[src/rtl/datapath_control_unit.sv]
// Purpose: multi-cycle Moore sequencer driving every strobe of the 32-bit bus datapath (fetch T0-T2, execute T3-T7).
// Latency: outputs are decoded from the current state (and IR in T3..T7); one state step per clock.
// Backpressure: memory reads hold in T1 / ld-T6 until mem_ready; stop halts at the next instruction boundary.
module datapath_control_unit #(
  parameter int FETCH_WAIT_MAX = 0  // 0: wait for mem_ready forever; N>0: halt after N consecutive not-ready cycles
) (
  input  logic        clock,
  input  logic        clear,
  input  logic [31:0] ir,
  input  logic        mem_ready,
  input  logic        stop,
  output logic        mem_read,
  output logic        md_mux_read,
  output logic        pc_out,
  output logic        pc_in,
  output logic        mar_in,
  output logic        mdr_in,
  output logic        mdr_out,
  output logic        ir_in,
  output logic        y_in,
  output logic        z_in,
  output logic        zhigh_out,
  output logic        zlow_out,
  output logic        hi_in,
  output logic        lo_in,
  output logic        hi_out,
  output logic        lo_out,
  output logic        cse_out,
  output logic        inport_out,
  output logic [15:0] gp_in,
  output logic [15:0] gp_out,
  output logic [13:0] alu_op,
  output logic        run
);

  typedef enum logic [3:0] {
    S_IDLE, S_T0, S_T1, S_T2, S_T3, S_T4, S_T5, S_T6, S_T7, S_HALT
  } state_t;

  // Instruction classes: opcodes sharing the same step sequence
  typedef enum logic [3:0] {
    C_NOP, C_ALU3, C_IMM, C_MULDIV, C_UNARY, C_LD, C_IN, C_MFHI, C_MFLO, C_HALT
  } cls_t;

  localparam int A_ADD   = 0;
  localparam int A_SUB   = 1;
  localparam int A_MUL   = 2;
  localparam int A_DIV   = 3;
  localparam int A_AND   = 4;
  localparam int A_OR    = 5;
  localparam int A_SHR   = 6;
  localparam int A_SHRA  = 7;
  localparam int A_SHL   = 8;
  localparam int A_ROR   = 9;
  localparam int A_ROL   = 10;
  localparam int A_NEG   = 11;
  localparam int A_NOT   = 12;
  localparam int A_INCPC = 13;

  state_t      state_q, state_d;
  logic [15:0] wait_cnt_q, wait_cnt_d;

  logic [4:0]  opcode;
  logic [3:0]  ra, rb, rc;
  cls_t        cls;
  logic [13:0] op_alu;
  logic        step_done;
  logic        mem_timeout;
  logic        unused_ir_bits;

  assign opcode = ir[31:27];
  assign ra     = ir[26:23];
  assign rb     = ir[22:19];
  assign rc     = ir[18:15];

  // The immediate field feeds the datapath through C-sign-extend, not this unit
  assign unused_ir_bits = ^ir[14:0];

  // A memory wait gives up only when a nonzero limit is configured and reached
  assign mem_timeout = (FETCH_WAIT_MAX != 0) &&
                       (({16'd0, wait_cnt_q} + 32'd1) >= 32'($unsigned(FETCH_WAIT_MAX)));

  function automatic logic [15:0] reg_oh(input logic [3:0] idx);
    reg_oh = 16'd1 << idx;
  endfunction

  // Opcode decode into a step-sequence class and the one-hot ALU operation
  always_comb begin
    cls    = C_NOP;
    op_alu = '0;
    case (opcode)
      5'b00010: begin cls = C_ALU3;   op_alu[A_ADD]  = 1'b1; end
      5'b00011: begin cls = C_ALU3;   op_alu[A_SUB]  = 1'b1; end
      5'b00100: begin cls = C_ALU3;   op_alu[A_AND]  = 1'b1; end
      5'b00101: begin cls = C_ALU3;   op_alu[A_OR]   = 1'b1; end
      5'b00110: begin cls = C_ALU3;   op_alu[A_SHR]  = 1'b1; end
      5'b00111: begin cls = C_ALU3;   op_alu[A_SHRA] = 1'b1; end
      5'b01000: begin cls = C_ALU3;   op_alu[A_SHL]  = 1'b1; end
      5'b01001: begin cls = C_ALU3;   op_alu[A_ROR]  = 1'b1; end
      5'b01010: begin cls = C_ALU3;   op_alu[A_ROL]  = 1'b1; end
      5'b01011: begin cls = C_IMM;    op_alu[A_ADD]  = 1'b1; end
      5'b01100: begin cls = C_IMM;    op_alu[A_AND]  = 1'b1; end
      5'b01101: begin cls = C_IMM;    op_alu[A_OR]   = 1'b1; end
      5'b01110: begin cls = C_MULDIV; op_alu[A_MUL]  = 1'b1; end
      5'b01111: begin cls = C_MULDIV; op_alu[A_DIV]  = 1'b1; end
      5'b10000: begin cls = C_UNARY;  op_alu[A_NEG]  = 1'b1; end
      5'b10001: begin cls = C_UNARY;  op_alu[A_NOT]  = 1'b1; end
      5'b00000: begin cls = C_LD;     op_alu[A_ADD]  = 1'b1; end
      5'b10100: cls = C_IN;
      5'b10110: cls = C_MFHI;
      5'b10111: cls = C_MFLO;
      5'b11001: cls = C_HALT;
      default:  cls = C_NOP;
    endcase
  end

  // State and memory-wait counter registers; clear abandons everything at once
  always_ff @(posedge clock or posedge clear) begin
    if (clear) begin
      state_q    <= S_IDLE;
      wait_cnt_q <= '0;
    end else begin
      state_q    <= state_d;
      wait_cnt_q <= wait_cnt_d;
    end
  end

  // Next-state and Moore strobe decode
  always_comb begin
    state_d     = state_q;
    wait_cnt_d  = '0;
    step_done   = 1'b0;
    mem_read    = 1'b0;
    md_mux_read = 1'b0;
    pc_out      = 1'b0;
    pc_in       = 1'b0;
    mar_in      = 1'b0;
    mdr_in      = 1'b0;
    mdr_out     = 1'b0;
    ir_in       = 1'b0;
    y_in        = 1'b0;
    z_in        = 1'b0;
    zhigh_out   = 1'b0;
    zlow_out    = 1'b0;
    hi_in       = 1'b0;
    lo_in       = 1'b0;
    hi_out      = 1'b0;
    lo_out      = 1'b0;
    cse_out     = 1'b0;
    inport_out  = 1'b0;
    gp_in       = '0;
    gp_out      = '0;
    alu_op      = '0;
    run         = 1'b0;

    case (state_q)
      S_IDLE: state_d = S_T0;

      S_T0: begin
        pc_out         = 1'b1;
        mar_in         = 1'b1;
        alu_op[A_INCPC] = 1'b1;
        z_in           = 1'b1;
        state_d        = S_T1;
      end

      // PC reloads the same Z value on every stall cycle, which is harmless
      S_T1: begin
        zlow_out    = 1'b1;
        pc_in       = 1'b1;
        mem_read    = 1'b1;
        md_mux_read = 1'b1;
        mdr_in      = 1'b1;
        if (mem_ready) begin
          state_d = S_T2;
        end else if (mem_timeout) begin
          state_d = S_HALT;
        end else begin
          wait_cnt_d = wait_cnt_q + 16'd1;
        end
      end

      S_T2: begin
        mdr_out = 1'b1;
        ir_in   = 1'b1;
        state_d = S_T3;
      end

      S_T3: begin
        case (cls)
          C_ALU3, C_IMM, C_LD: begin
            gp_out  = reg_oh(rb);
            y_in    = 1'b1;
            state_d = S_T4;
          end
          C_MULDIV: begin
            gp_out  = reg_oh(ra);
            y_in    = 1'b1;
            state_d = S_T4;
          end
          C_UNARY: begin
            gp_out  = reg_oh(rb);
            alu_op  = op_alu;
            z_in    = 1'b1;
            state_d = S_T4;
          end
          C_IN: begin
            inport_out = 1'b1;
            gp_in      = reg_oh(ra);
            step_done  = 1'b1;
          end
          C_MFHI: begin
            hi_out    = 1'b1;
            gp_in     = reg_oh(ra);
            step_done = 1'b1;
          end
          C_MFLO: begin
            lo_out    = 1'b1;
            gp_in     = reg_oh(ra);
            step_done = 1'b1;
          end
          C_HALT:  state_d = S_HALT;
          default: step_done = 1'b1;
        endcase
      end

      S_T4: begin
        case (cls)
          C_ALU3: begin
            gp_out  = reg_oh(rc);
            alu_op  = op_alu;
            z_in    = 1'b1;
            state_d = S_T5;
          end
          C_IMM, C_LD: begin
            cse_out = 1'b1;
            alu_op  = op_alu;
            z_in    = 1'b1;
            state_d = S_T5;
          end
          C_MULDIV: begin
            gp_out  = reg_oh(rb);
            alu_op  = op_alu;
            z_in    = 1'b1;
            state_d = S_T5;
          end
          C_UNARY: begin
            zlow_out  = 1'b1;
            gp_in     = reg_oh(ra);
            step_done = 1'b1;
          end
          default: step_done = 1'b1;
        endcase
      end

      S_T5: begin
        case (cls)
          C_ALU3, C_IMM: begin
            zlow_out  = 1'b1;
            gp_in     = reg_oh(ra);
            step_done = 1'b1;
          end
          C_MULDIV: begin
            zlow_out = 1'b1;
            lo_in    = 1'b1;
            state_d  = S_T6;
          end
          C_LD: begin
            zlow_out = 1'b1;
            mar_in   = 1'b1;
            state_d  = S_T6;
          end
          default: step_done = 1'b1;
        endcase
      end

      S_T6: begin
        case (cls)
          C_MULDIV: begin
            zhigh_out = 1'b1;
            hi_in     = 1'b1;
            step_done = 1'b1;
          end
          C_LD: begin
            mem_read    = 1'b1;
            md_mux_read = 1'b1;
            mdr_in      = 1'b1;
            if (mem_ready) begin
              state_d = S_T7;
            end else if (mem_timeout) begin
              state_d = S_HALT;
            end else begin
              wait_cnt_d = wait_cnt_q + 16'd1;
            end
          end
          default: step_done = 1'b1;
        endcase
      end

      S_T7: begin
        if (cls == C_LD) begin
          mdr_out = 1'b1;
          gp_in   = reg_oh(ra);
        end
        step_done = 1'b1;
      end

      S_HALT:  state_d = S_HALT;
      default: state_d = S_IDLE;
    endcase

    // Instruction boundary: honour a pending stop request
    if (step_done) begin
      state_d = stop ? S_HALT : S_T0;
    end

    run = (state_q != S_IDLE) && (state_q != S_HALT);
  end

endmodule

[config.mk]
export PLATFORM = sky130hd
export DESIGN_NAME = datapath_control_unit
export DESIGN_NICKNAME = d
export VERILOG_FILES = /design/src/rtl/datapath_control_unit.sv
export SDC_FILE = /design/constraint.sdc
export NUM_CORES = 1
export LEC_CHECK = 0
export BUFFER_PORTS_ARGS = -buffer_cell sky130_fd_sc_hd__buf_4
export CORE_MARGIN = 3
export CORE_UTILIZATION = 30
export CTS_BUF_LIST = sky130_fd_sc_hd__clkbuf_8 sky130_fd_sc_hd__clkbuf_16
export CTS_CLUSTER_SIZE = 10
export DETAILED_ROUTE_END_ITERATION = 8
export PLACE_DENSITY = 0.64
export SYNTH_ARGS = -nofsm -noshare
export SYNTH_HDL_FRONTEND = slang
export SYNTH_SLANG_ARGS = --single-unit
[constraint.sdc]
create_clock -name clock -period 6.4 [get_ports clock]
set_clock_uncertainty 0.15 [all_clocks]
set_input_delay 0.64 -clock clock [delete_from_list [all_inputs] [get_ports clock]]
set_output_delay 0.64 -clock clock [all_outputs]
set_load 0.005 [all_outputs]
* Word level (Yosys, flattened, before mapping)
Cells that the tools add are included.
** Cells by class
- Reduce and logical (&&, ||, !) cells :: 20
- Shifts and indexed selects :: 3
- Equality and inequality tests :: 46
- Multiplexer cells :: 63
** Operators with widths (count)
- $pmux W16 S2 :: 3
- $mux W16 :: 4
- $pmux W16 S4 :: 1
- $shl A1 B4 Y16 const A :: 3
- $eq A5 B4 Y1 const B :: 8
- $pmux W4 S10 :: 1
- $pmux W4 S9 :: 1
- $mux W1 :: 35
- $eq A4 B3 Y1 const B :: 8
- $eq A5 B5 Y1 const B :: 6
- $mux W4 :: 7
- $mux W13 :: 2
- $pmux W13 S2 :: 1
- $eq A5 B3 Y1 const B :: 4
- $eq A4 B2 Y1 const B :: 4
- $eq A4 B4 Y1 const B :: 4
- $ne A3 B3 Y1 const B :: 5
- $reduce_or A2 Y1 :: 7
- $eq A5 B2 Y1 const B :: 2
- $pmux W1 S3 :: 3
- $reduce_or A3 Y1 :: 3
- $reduce_or A9 Y1 :: 1
- $eq A4 B1 Y1 const B :: 2
- $pmux W4 S2 :: 1
- 13 further kinds :: 16
** Storage, ports and cells
- Bits of input ports :: 36
- Output and inout port bits :: 65
- Bits in registers :: 4

* Longest topological paths before layout
Gate-level depths: netlist (run 1).
- Depth after elaboration :: 9
- Mapped depth :: 7
- Mapped depth without buffers :: 5

* Worst setup path after synthesis (run 1)
OpenSTA, ideal clock, no wires.
- Path type :: input -> output
- Start point :: input ir[28]
- End point :: output gp_out[11]
- Stages on the path :: 7
- Arrival time :: 1.996 ns
- Buffers on the path :: 2
- Slack :: 3.614 ns
- Path through :: buf_6 > or4b_4 > o221ai_2 > buf_6 > nor2_1 > nand3_1 > o221ai_1
** On the way
- Longest elaborated chain between the ends :: 7
** Ends and longest elaborated chain
- start: declaration :: line 9 : input logic [31:0] ir,
- $eq A5 B4 Y1, or another cell as far along :: line 91 : case (opcode)
- $reduce_or A9 Y1 (no source line), or another cell as far along
- $pmux W4 S9 * :: line 91
- $eq A4 B3 Y1, or another cell as far along :: line 190 : case (cls)
- $reduce_or A4 Y1 (no source line)
- $pmux W16 S2 :: line 190
- $pmux W16 S2 * :: line 156 : case (state_q)
- end: declaration :: line 31 : output logic [15:0] gp_out,
Every way passes the cells marked *; elsewhere a longest branch is shown, timed or not.

* Worst setup path in the final report (run 1)
- Start point :: input ir[28]
- End point :: output gp_out[6]
Same word-level chain as after synthesis.

==> results of run 1 <==
-- worst max-delay path, stage by stage --
cell and delay (ns):
buf_4 0.17, or4b_4 0.59, o221ai_2 0.52, nor2_1 0.17, nand2_1 0.15, o221ai_1 0.17
buf_4 0.17
-- per-layer routing --
layer | up-vias | GRT usage (%)
met2 | 115 | 27.4
met3 | 6 | 3.33
met1 | 1044 | 25.7
met4 | 0 | 5.41
met5 | - | 0
li1 | 1121 | -
-- cells in the final DEF (no fill, tap or decap), types with 2 or more instances in the layout --
cell type / Yosys / routed
nand3_1: 11 / 11
nand3b_1: 4 / 4
o32ai_1: 6 / 6
clkbuf_8: 0 / 3
o221ai_1: 12 / 12
or3_1: 6 / 6
dfrtp_1: 4 / 4
nor2_1: 22 / 22
inv_1: 4 / 4
nor3_1: 27 / 27
nor2b_1: 6 / 6
buf_4: 5 / 85
o21ai_0: 7 / 7
or2_2: 6 / 6
or2_1: 3 / 3
o21ai_1: 5 / 5
nor4_1: 16 / 16
o221ai_2: 2 / 2
nand2b_1: 17 / 17
nand2_1: 29 / 29
nor3b_1: 2 / 2
and3_1: 4 / 4
a21oi_1: 5 / 5
o211ai_1: 2 / 2
o22ai_1: 5 / 5
-- path summary, 6_finish.rpt --
kind,start,endpoint,slack [ns],depth (start not counted)
worst min-delay path,clear,state_q[0],0.16,2
worst max-delay path,ir[28],gp_out[6],3.02,7
worst min register to register,state_q[3],state_q[2],0.69,1
worst max register to register,state_q[0],state_q[3],3.97,4
min in group clock,stop,state_q[3],0.51,2
max in group asynchronous,clear,state_q[1],5.79,2
-- cell families after synthesis --
kind of cell	count (synthesis)	synth area share (%)
AOI/OAI and AO/OA	58	26.6
DFF	4	5.90
xor gates and xnor gates	1	0.517
buffers and inverters	34	10.9
and+or+nand+nor	166	55.2
muxes	1	0.885
-- final cells by class --
cell class	instances	area share, %
multi-input cells	226	61.5
repair buffers	85	27.8
flip-flops and latches	4	4.37
well taps	70	3.82
clock buffers	3	1.80
inverters	4	0.655
-- synthesized netlist by cell type, drive strengths merged, types with 2 or more instances --
| cell type | n |
|---|---|
| nand2 | 29 |
| nor3 | 27 |
| nor2 | 23 |
| buf | 19 |
| nand2b | 17 |
| nor4 | 16 |
| o221ai | 14 |
| o21ai | 12 |
| clkbuf | 11 |
| nand3 | 11 |
| or2 | 9 |
| nor2b | 7 |
| a21oi | 6 |
| o32ai | 6 |
| or3 | 6 |
| o22ai | 5 |
| and3 | 4 |
| dfrtp | 4 |
| inv | 4 |
| nand3b | 4 |
| a31oi | 2 |
| nand4b | 2 |
| nor3b | 2 |
| nor4b | 2 |
| o211ai | 2 |
| or4b | 2 |
-- where the power goes --
part           switching [W]  total (W)  internal [W]
clock              0.0000114  0.0000513     0.0000399
combinational       0.000148   0.000286      0.000138
sequential         0.0000522  0.0000882     0.0000360
-- per-stage QoR --
stage                     setup WS [ns]  utilization (%)
after floorplan                    3.61                -
after global placement             3.08             42.7
after detailed placement           3.07             42.7
after CTS                          3.07             43.5
after global routing               2.80             43.5
final                              3.02             43.5
==> summary.md, run 1 <==
| Metric | Value |
|---|---|
| Antenna Nets Post-Route | 0 |
| Nets | 360 |
| Placeable Area | 0.00527 mm^2 |
| Largest register FFs | 4 |
| Async set-reset flop share out of synthesis | 100% |
| Clock Latency Late Sink | 0.21 ns |
| Hpwl dp | 4.68 mm |
| Clock Pin Slew Worst Setup and Hold Paths | 0.03 ns |
| Non-Filler Instances | 392 |
| Min Tclk post-route | 3.38 ns |
| Clock sink total | 4 |
| CP endpoint kind | output port |
| Vias in the first global route | 1,980 |
| Crit path max fanout | 17 |
| DR vias/cell | 5.83 |
| RSZ-0062 raised after global routing | no |
| Worst-Margin Slew | 0.703 ns |
| Seq/Total Area, Yosys | 5.90% |
| Post-CTS Hold Fix Bufs | 0 |
| DR vias | 2,286 |
| Total CTS buffers | 3 |
| Gr ovfl total | 0 |
| Post-placement cell area | 0.00225 mm^2 |
| Detailed-route wire length per cell | 15.9 um |
| I/O pins | 101 |
| Post-cts resize count | 0 |
| Slew margin rel. | 52.8% |
| Final Setup Violations | 0 |
| Period utilization | 52.8% |
| Cell Rows | 26 |
| Antenna violations before repair | 0 |
| Most area-consuming cells after synthesis | nor3_1 8.0%, nand2_1 6.4%, nand2b_1 6.3% |
| First-pass GRT wire length | 9.69 mm |
| Die Area | 0.00659 mm^2 |
| Largest Register | state_q |
| Net count after synthesis | 300 |
| Met2 Wirelength | 2.84 mm |
| 1st-pass router iterations | 5 |
| CP startpoint kind | input pin |
| Total power | 0.000426 W |
| DR iter-0 viols | 157 |
| # fillers | 581 |
| N_diodes | 0 |
| Multi-input gate area | 0.00141 mm^2 |
| Area growth, synth to finish | 35.2% |
| CP arrival | 2.59 ns |
| Post-synth EDFFs | 0 |
| Routed wl met3 | 535 um |
| Synthesized instance count | 264 |
| Cell Area, Synth | 0.00170 mm^2 |
| Max IR drop VDD | 94.9 uV |
| Netlist cell types | 57 |
| Cells after DPL | 389 |
| Die H | 81.2 um |
| Share of cells above drive strength 1 | 32.9% |
| Die X | 81.2 um |
| CTS tree | yes |
| Hold WS | 0.160 ns |
| # DRC | 0 |
| WL final | 6.22 mm |
| Routability cong. | 0.920 |
| Leak | 0.903 nW |
| Final Cell Area | 0.00229 mm^2 |
| Top Metal Used | met4 |
| All-Layer GR Usage | 18.1% |
| Top cell type's share of synthesized area | 7.97% |
| CTS Root Buffer Type | clkbuf_8 |
| Max-slew violations | 0 |
| Fmax achieved | 0.296 GHz |
| Count of input and output buffers | 85 |
| CP Class | input pin to output port |
| Sequential cell area | 100 um^2 |
| Ys flop type | dfrtp_1 |
| Post-CTS Setup Bufs | 0 |
| Syn avg cell area | 6.42 um^2 |
| Worst min path class | input pin to asynchronous set/reset pin |
| Cell Pwr Density | 186 mW/mm^2 |
| Critical path required time | 5.61 ns |
| Largest net degree at the start of global routing | 26 |
| Yosys top cell by area | nor3_1 |
| Status | finished clean |
| Htree depth | 1 |
| Count of state elements after synthesis | 4 |
| Initial Utilization | 32.2% |
| Final Hold Viols | 0 |
| Largest registers | state_q x4 |
| Longest Clk Path Bufs | 2 |
| Total number of yosys warnings | 0 |
| Max Cap Viol | 0 |
| Final TNS setup | 0 ns |
| DRT met1 WL | 2.78 mm |
(Power assumes the default switching activity.)
==> inputs of run 2 (changes only) <==
==> constraint.sdc (replaced) <==
create_clock -name clock -period 3.3 [get_ports clock]
set_clock_uncertainty 0.15 [all_clocks]
set_input_delay 0.33 -clock clock [delete_from_list [all_inputs] [get_ports clock]]
set_output_delay 0.33 -clock clock [all_outputs]
set_load 0.005 [all_outputs]
==> run 2 against run 1 <==
Against the previous run: core utilization rose by 0.33 points; sequential cell count stayed put; cell area is 0.76% higher; worst setup slack worse by 2.7 ns; routed wire length down 1.1%; cell count increased by 0.51%; clock power is 99% higher; first-iteration DRC count is 57% higher; sequential power rose by 93%; total power up 95%; combinational power grew 96%; worst hold slack better by 0.040 ns; critical endpoint is now gp_out[2].
==> summary.md, run 2 (synthesized netlist as in run 1, its figures left out) <==
| Metric | Value |
|---|---|
| Crit path max-delay family | simple AND/OR/NAND/NOR gates |
| Placeable Area | 0.00527 mm^2 (unchanged) |
| Worst-Margin Slew | 0.707 ns (+0.00424 ns) |
| Final TNS setup | 0 ns (unchanged) |
| Largest register FFs | 4 (unchanged) |
| Htree depth | 1 (unchanged) |
| Worst Slack Setup Final | 0.310 ns (-2.71 ns) |
| Initial Utilization | 32.2% (unchanged) |
| Seq pwr share | 20.4% (-0.3 points) |
| Sequential cell area | 100 um^2 (unchanged) |
| Share of cells above drive strength 1 | 33.0% (+0.11 points) |
| Gr ovfl total | 0 (unchanged) |
| CP Class | flip-flop to output port |
| Slowest-stage cell, CP | or4b_1 |
| Routability cong. | 0.892 (-3.0%) |
| Largest registers | state_q x4 |
| Crit path max fanout | 19 (+2) |
| Final Setup Violations | 0 (unchanged) |
| CP arrival | 2.51 ns (-0.08 ns) |
| CP endpoint kind | output port |
| Final Hold Viols | 0 (unchanged) |
| All-Layer GR Usage | 17.8% (-0.23 points) |
| DR vias | 2,255 (-1.4%) |
| Most common cell after layout, fill and taps aside | buf_4 |
| Worst Path Buf+Inv | 1 (-1) |
| Switching power | 0.000413 W (+95%) |
| First-pass GRT wire length | 9.51 mm (-1.9%) |
| Post-placement cell area | 0.00226 mm^2 (+0.33%) |
| Reg-to-reg slack, setup | 1.10 ns (-2.87 ns) |
| Slew margin rel. | 52.5% (-0.28 points) |
| Sw Ratio | 49.6% (-0.15 points) |
| # fillers | 595 (+2.4%) |
| Most frequent cells in the layout | 86 x buf_4, 29 x nand2_1, 27 x nor3_1 |
| Worst min path class | input pin to flip-flop |
| N_diodes | 0 (unchanged) |
| Reg2reg end | state_q[3] |
| CP peak stage delay | 0.81 ns (+0.22 ns) |
| Area growth, synth to finish | 36.2% |
| RSZ-0062 raised after global routing | no |
| # DRC | 0 (unchanged) |
| Vias in the first global route | 1,985 (+0.25%) |
| Min Tclk post-route | 2.99 ns |
| Die Area | 0.00659 mm^2 (unchanged) |
| Max Cap Viol | 0 (unchanged) |
| 1st-pass router iterations | 4 (-1) |
| Crit. Startpoint | state_q[0] |
| Multi-input gate area | 0.00141 mm^2 (unchanged) |
| Cell Pwr Density | 360 mW/mm^2 (+94%) |
| Clock Power Share | 12.3% (+0.2 points) |
| Longest Clk Path Bufs | 2 (unchanged) |
| Int Power | 0.000420 W (+96%) |
| Detailed-route wire length per cell | 15.6 um (-1.6%) |
| Antenna Nets Post-Route | 0 (unchanged) |
| Period utilization | 90.6% |
| Final Cell Area | 0.00231 mm^2 (+0.76%) |
| DP Worst Slack | 0.549 ns (-2.52 ns) |
| CP startpoint kind | flip-flop |
| Setup crit end | gp_out[2] |
| Crit-path cells | or4b_1, or2_1, o22ai_1, nand2_1, o221ai_1, buf_4 |
| Nets | 362 (+0.56%) |
| Gate power share | 67.4% (+0.2 points) |
| Die H | 81.2 um (unchanged) |
| Hpwl dp | 4.73 mm (+1.1%) |
| DR vias/cell | 5.72 (-1.9%) |
| CTS Root Buffer Type | clkbuf_8 |
| WL final | 6.15 mm (-1.1%) |
| CTS tree | yes |
| Max-slew violations | 0 (unchanged) |
| Total CTS buffers | 3 (unchanged) |
| Clock sink total | 4 (unchanged) |
| Hold WS | 0.199 ns (+0.0396 ns) |
| Antenna violations before repair | 0 (unchanged) |
| DR iter-0 viols | 246 (+57%) |
| Largest Register | state_q |
| Largest net degree at the start of global routing | 26 (unchanged) |
| Worst reg2reg path startpoint | state_q[0] |
| Total power | 0.000832 W (+95%) |
| Levels on crit path | 6 (-1) |
| Critical path required time | 2.82 ns (-2.79 ns) |
| Post-CTS Setup Bufs | 0 (unchanged) |
| Die X | 81.2 um (unchanged) |
| Count of input and output buffers | 85 (unchanged) |
| Clock Pin Slew Worst Setup and Hold Paths | 0.03 ns (about the same) |
| Leak | 0.912 nW (+0.93%) |
| Max IR drop VDD | 202 uV (+110%) |
| I/O pins | 101 (unchanged) |
| Worst r2r path cells | 5 (+1) |
| Cell Rows | 26 (unchanged) |
| Clock Latency Late Sink | 0.22 ns (about the same) |
| Fmax achieved | 0.334 GHz |
| Status | finished clean |
## run 2: cell types whose count changed in the layout (fill, tap and decap cells not counted)
cell,previous run,this run
buf_4,85,86
dlygate4sd3_1,0,1
## run 2: how the worst min path moves through the flow
stage	start	to	slack, ns	depth (start not counted)
6_report	stop	state_q[3]	0.20	2
5_1_grt	stop	state_q[3]	0.20	2
4_1_cts	stop	state_q[3]	0.20	2
3_5_place_dp	clear	state_q[0]	0.07	2
3_3_place_gp	clear	state_q[1]	0.08	2
2_1_floorplan	clear	state_q[0]	-0.05	1
## run 2: area by class of cell
class                   count  share of cell area (%)
flip-flops and latches      4                    4.33
multi-input cells         226                    61.1
repair buffers             87                    28.4
clock buffers               3                    1.79
inverters                   4                   0.650
well taps                  70                    3.79
## run 2: per-stage QoR
| step | std cells | utilization, % |
|---|---|---|
| global route | 394 | 43.8 |
| global placement | 390 | 42.9 |
| CTS | 394 | 43.8 |
| finish | 394 | 43.8 |
| detailed placement | 390 | 42.9 |
| floorplan | 264 | - |
## run 2: power by group through the flow
stage | Clock, W | Combinational, W | Sequential (W)
finish | 0.000102 | 0.000560 | 0.000170
global route | 0.000110 | 0.000618 | 0.000183
CTS | 0.000104 | 0.000562 | 0.000166
detailed placement | 0 | 0.000557 | 0.000167
global placement | 0 | 0.000552 | 0.000168
floorplan | 0 | 0.000469 | 0.0000801
## run 2: per-layer routing
layer,part of all wire [%],track usage (%)
met5,0,0
met1,46,25.4
met2,47,28.2
met4,0.62,3.72
met3,6.9,2.55
## run 2: timing repair
item,4_1_cts,5_1_grt
setup endpoints to repair,0,0
hold buffers,1,0
resized for setup,0,0
hold endpoints to repair,4,0
==> inputs of run 3 (changes only) <==
==> constraint.sdc (replaced) <==
create_clock -name clock -period 2.89 [get_ports clock]
set_clock_uncertainty 0.15 [all_clocks]
set_input_delay 0.289 -clock clock [delete_from_list [all_inputs] [get_ports clock]]
set_output_delay 0.289 -clock clock [all_outputs]
set_load 0.005 [all_outputs]
==> run 3 against run 2 <==
Against the previous run: sequential cell count did not move; via count up 1.6%; combinational power up 33%; highest routed layer unchanged; critical endpoint is now gp_in[2]; routed wire length hardly changed.
==> summary.md, run 3 (synthesized netlist as in run 1, its figures left out) <==
| Metric | Value |
|---|---|
| CP Class | flip-flop to output port |
| Share of cells above drive strength 1 | 35.0% (+2.0 points) |
| Htree depth | 1 (unchanged) |
| Max-slew violations | 0 (unchanged) |
| Die Area | 0.00659 mm^2 (unchanged) |
| Min Tclk post-route | 2.70 ns |
| 1st-pass router iterations | 5 (+1) |
| # DRC | 0 (unchanged) |
| Max IR drop VDD | 224 uV (+11%) |
| Fmax achieved | 0.371 GHz |
| All-Layer GR Usage | 18.0% (+0.22 points) |
| Most common cell after layout, fill and taps aside | buf_4 |
| CP arrival | 2.26 ns (-0.25 ns) |
| Clock Latency Late Sink | 0.21 ns (about the same) |
| I/O pins | 101 (unchanged) |
| Int Power | 0.000520 W (+24%) |
| CP startpoint kind | flip-flop |
| WL final | 6.15 mm (about the same) |
| Cell Rows | 26 (unchanged) |
| RSZ-0062 raised after global routing | no |
| Final Hold Viols | 0 (unchanged) |
| Final TNS setup | 0 ns (unchanged) |
| Count of input and output buffers | 85 (unchanged) |
| Antenna violations before repair | 0 (unchanged) |
| Gr ovfl total | 0 (unchanged) |
| Die X | 81.2 um (unchanged) |
| Crit path max-delay family | simple AND/OR/NAND/NOR gates |
| Longest Clk Path Bufs | 2 (unchanged) |
| Initial Utilization | 32.2% (unchanged) |
| Total power | 0.00100 W (+20%) |
| CTS tree | yes |
| Worst min path class | input pin to flip-flop |
| Slowest-stage cell, CP | dfrtp_1 |
| Largest Register | state_q |
| Seq pwr share | 14.4% (-6.0 points) |
| Die H | 81.2 um (unchanged) |
| Area growth, synth to finish | 41.2% |
| Leak | 0.963 nW (+5.6%) |
| Critical path required time | 2.45 ns (-0.37 ns) |
| CP endpoint kind | output port |
| Period utilization | 93.4% |
| Worst Slack Setup Final | 0.192 ns (-0.118 ns) |
| DR vias/cell | 5.67 (-0.92%) |
| Gate power share | 74.1% (+6.7 points) |
| CP peak stage delay | 0.45 ns (-0.36 ns) |
| Post-CTS Setup Bufs | 0 (unchanged) |
| Clock Power Share | 11.5% (-0.8 points) |
| Largest net degree at the start of global routing | 26 (unchanged) |
| Most frequent cells in the layout | 96 x buf_4, 29 x nand2_1, 27 x nor3_1 |
| Largest register FFs | 4 (unchanged) |
| Nets | 372 (+2.8%) |
| Crit-path cells | and2b_1, nand3b_1, o21ai_0, a31oi_4, nor4_1, buf_4 |
| Detailed-route wire length per cell | 15.2 um (-2.4%) |
| # fillers | 567 (-4.7%) |
| Worst-Margin Slew | 0.546 ns (-0.160 ns) |
| Sw Ratio | 48.1% (-1.5 points) |
| Worst Path Buf+Inv | 1 (unchanged) |
| Status | finished clean |
| CTS Root Buffer Type | clkbuf_8 |
| Antenna Nets Post-Route | 0 (unchanged) |
| Max Cap Viol | 0 (unchanged) |
| Hold path startpoint | stop |
| Clock Pin Slew Worst Setup and Hold Paths | 0.03 ns (about the same) |
| Placeable Area | 0.00527 mm^2 (unchanged) |
| Largest registers | state_q x4 |
| Clock sink total | 4 (unchanged) |
| Worst reg2reg path startpoint | state_q[1] |
| Slew margin rel. | 63.3% (+11 points) |
| Hpwl dp | 4.82 mm (+1.8%) |
| First-pass GRT wire length | 9.70 mm (+2.0%) |
| Crit path max fanout | 16 (-3) |
| N_diodes | 0 (unchanged) |
| Final Setup Violations | 0 (unchanged) |
| DP Worst Slack | 0.411 ns (-0.138 ns) |
| Total CTS buffers | 3 (unchanged) |
| Cell Pwr Density | 418 mW/mm^2 (+16%) |
| Switching power | 0.000481 W (+17%) |
| Routability cong. | 0.936 (+4.9%) |
| Hold WS | 0.157 ns (-0.0426 ns) |
| DR iter-0 viols | 270 (+9.8%) |
| Vias in the first global route | 1,958 (-1.4%) |
| DR vias | 2,291 (+1.6%) |
| Crit. Startpoint | state_q[3] |
[run 3: cell count changes in the layout (fill, tap and decap cells not counted)]
cell     delta
buf_4      +10
a31oi_4     +1
o21ai_1     +1
a31oi_2     -1
o21ai_0     -1
[run 3: path summary, 6_finish.rpt]
path | endpoint | slack (ns) | cells past startpoint
max in group asynchronous | state_q[1] | 2.07 | 3
min reg2reg | state_q[2] | 0.60 | 2
min in group asynchronous | state_q[3] | 0.37 | 3
max | gp_in[2] | 0.19 | 6
max reg2reg | state_q[3] | 0.87 | 5
min | state_q[3] | 0.16 | 2
[run 3: power by group through the flow]
| stage | Sequential (W) | Clock [W] | Combinational, W |
|---|---|---|---|
| finish | 0.000144 | 0.000115 | 0.000742 |
| floorplan | 0.0000915 | 0 | 0.000536 |
| detailed placement | 0.000143 | 0 | 0.000731 |
| global route | 0.000152 | 0.000123 | 0.000807 |
| CTS | 0.000142 | 0.000118 | 0.000736 |
| global placement | 0.000144 | 0 | 0.000731 |
[run 3: final cells by class]
cell class	count	area, um^2	area share (%)
inverters	4	15.0	0.627
repair buffers	97	731	30.5
flip-flops and latches	4	100	4.18
clock buffers	3	41.3	1.73
well taps	70	87.6	3.66
multi-input cells	226	1420	59.3
[run 3: routing by layer]
layer / share of wire, % / vias up / GRT usage, % / routed length [um]
li1: - / 1149 / - / -
met1: 45 / 1029 / 26.4 / 2750
met2: 46 / 107 / 27.3 / 2850
met3: 7.9 / 6 / 2.77 / 489
met4: 1.0 / 0 / 4.39 / 64
met5: 0 / - / 0 / 0
[run 3: what timing repair did]
action                                 4_1_cts  5_1_grt
setup endpoints to repair                    0        3
gates resized for setup                      0        2
endpoints found under the hold margin        4        0
hold buffers                                 1        0
[run 3: stage by stage]
step	std cells	instance area [um^2]	utilization, %
final	404	2390	45.4
after floorplan	264	1700	-
after CTS	404	2380	45.3
after global placement	400	2330	44.3
after detailed placement	400	2330	44.3
after global routing	404	2390	45.4
[run 3: worst register-to-register path, delay by kind of cell, from the launching register on]
| family | cells | cell delay [ns] |
|---|---|---|
| flops | 1 | 0.53 |
| mux | 1 | 0.32 |
| compound gates | 2 | 0.35 |
| simple gates | 1 | 0.32 |
| buf+inv | 1 | 0.23 |
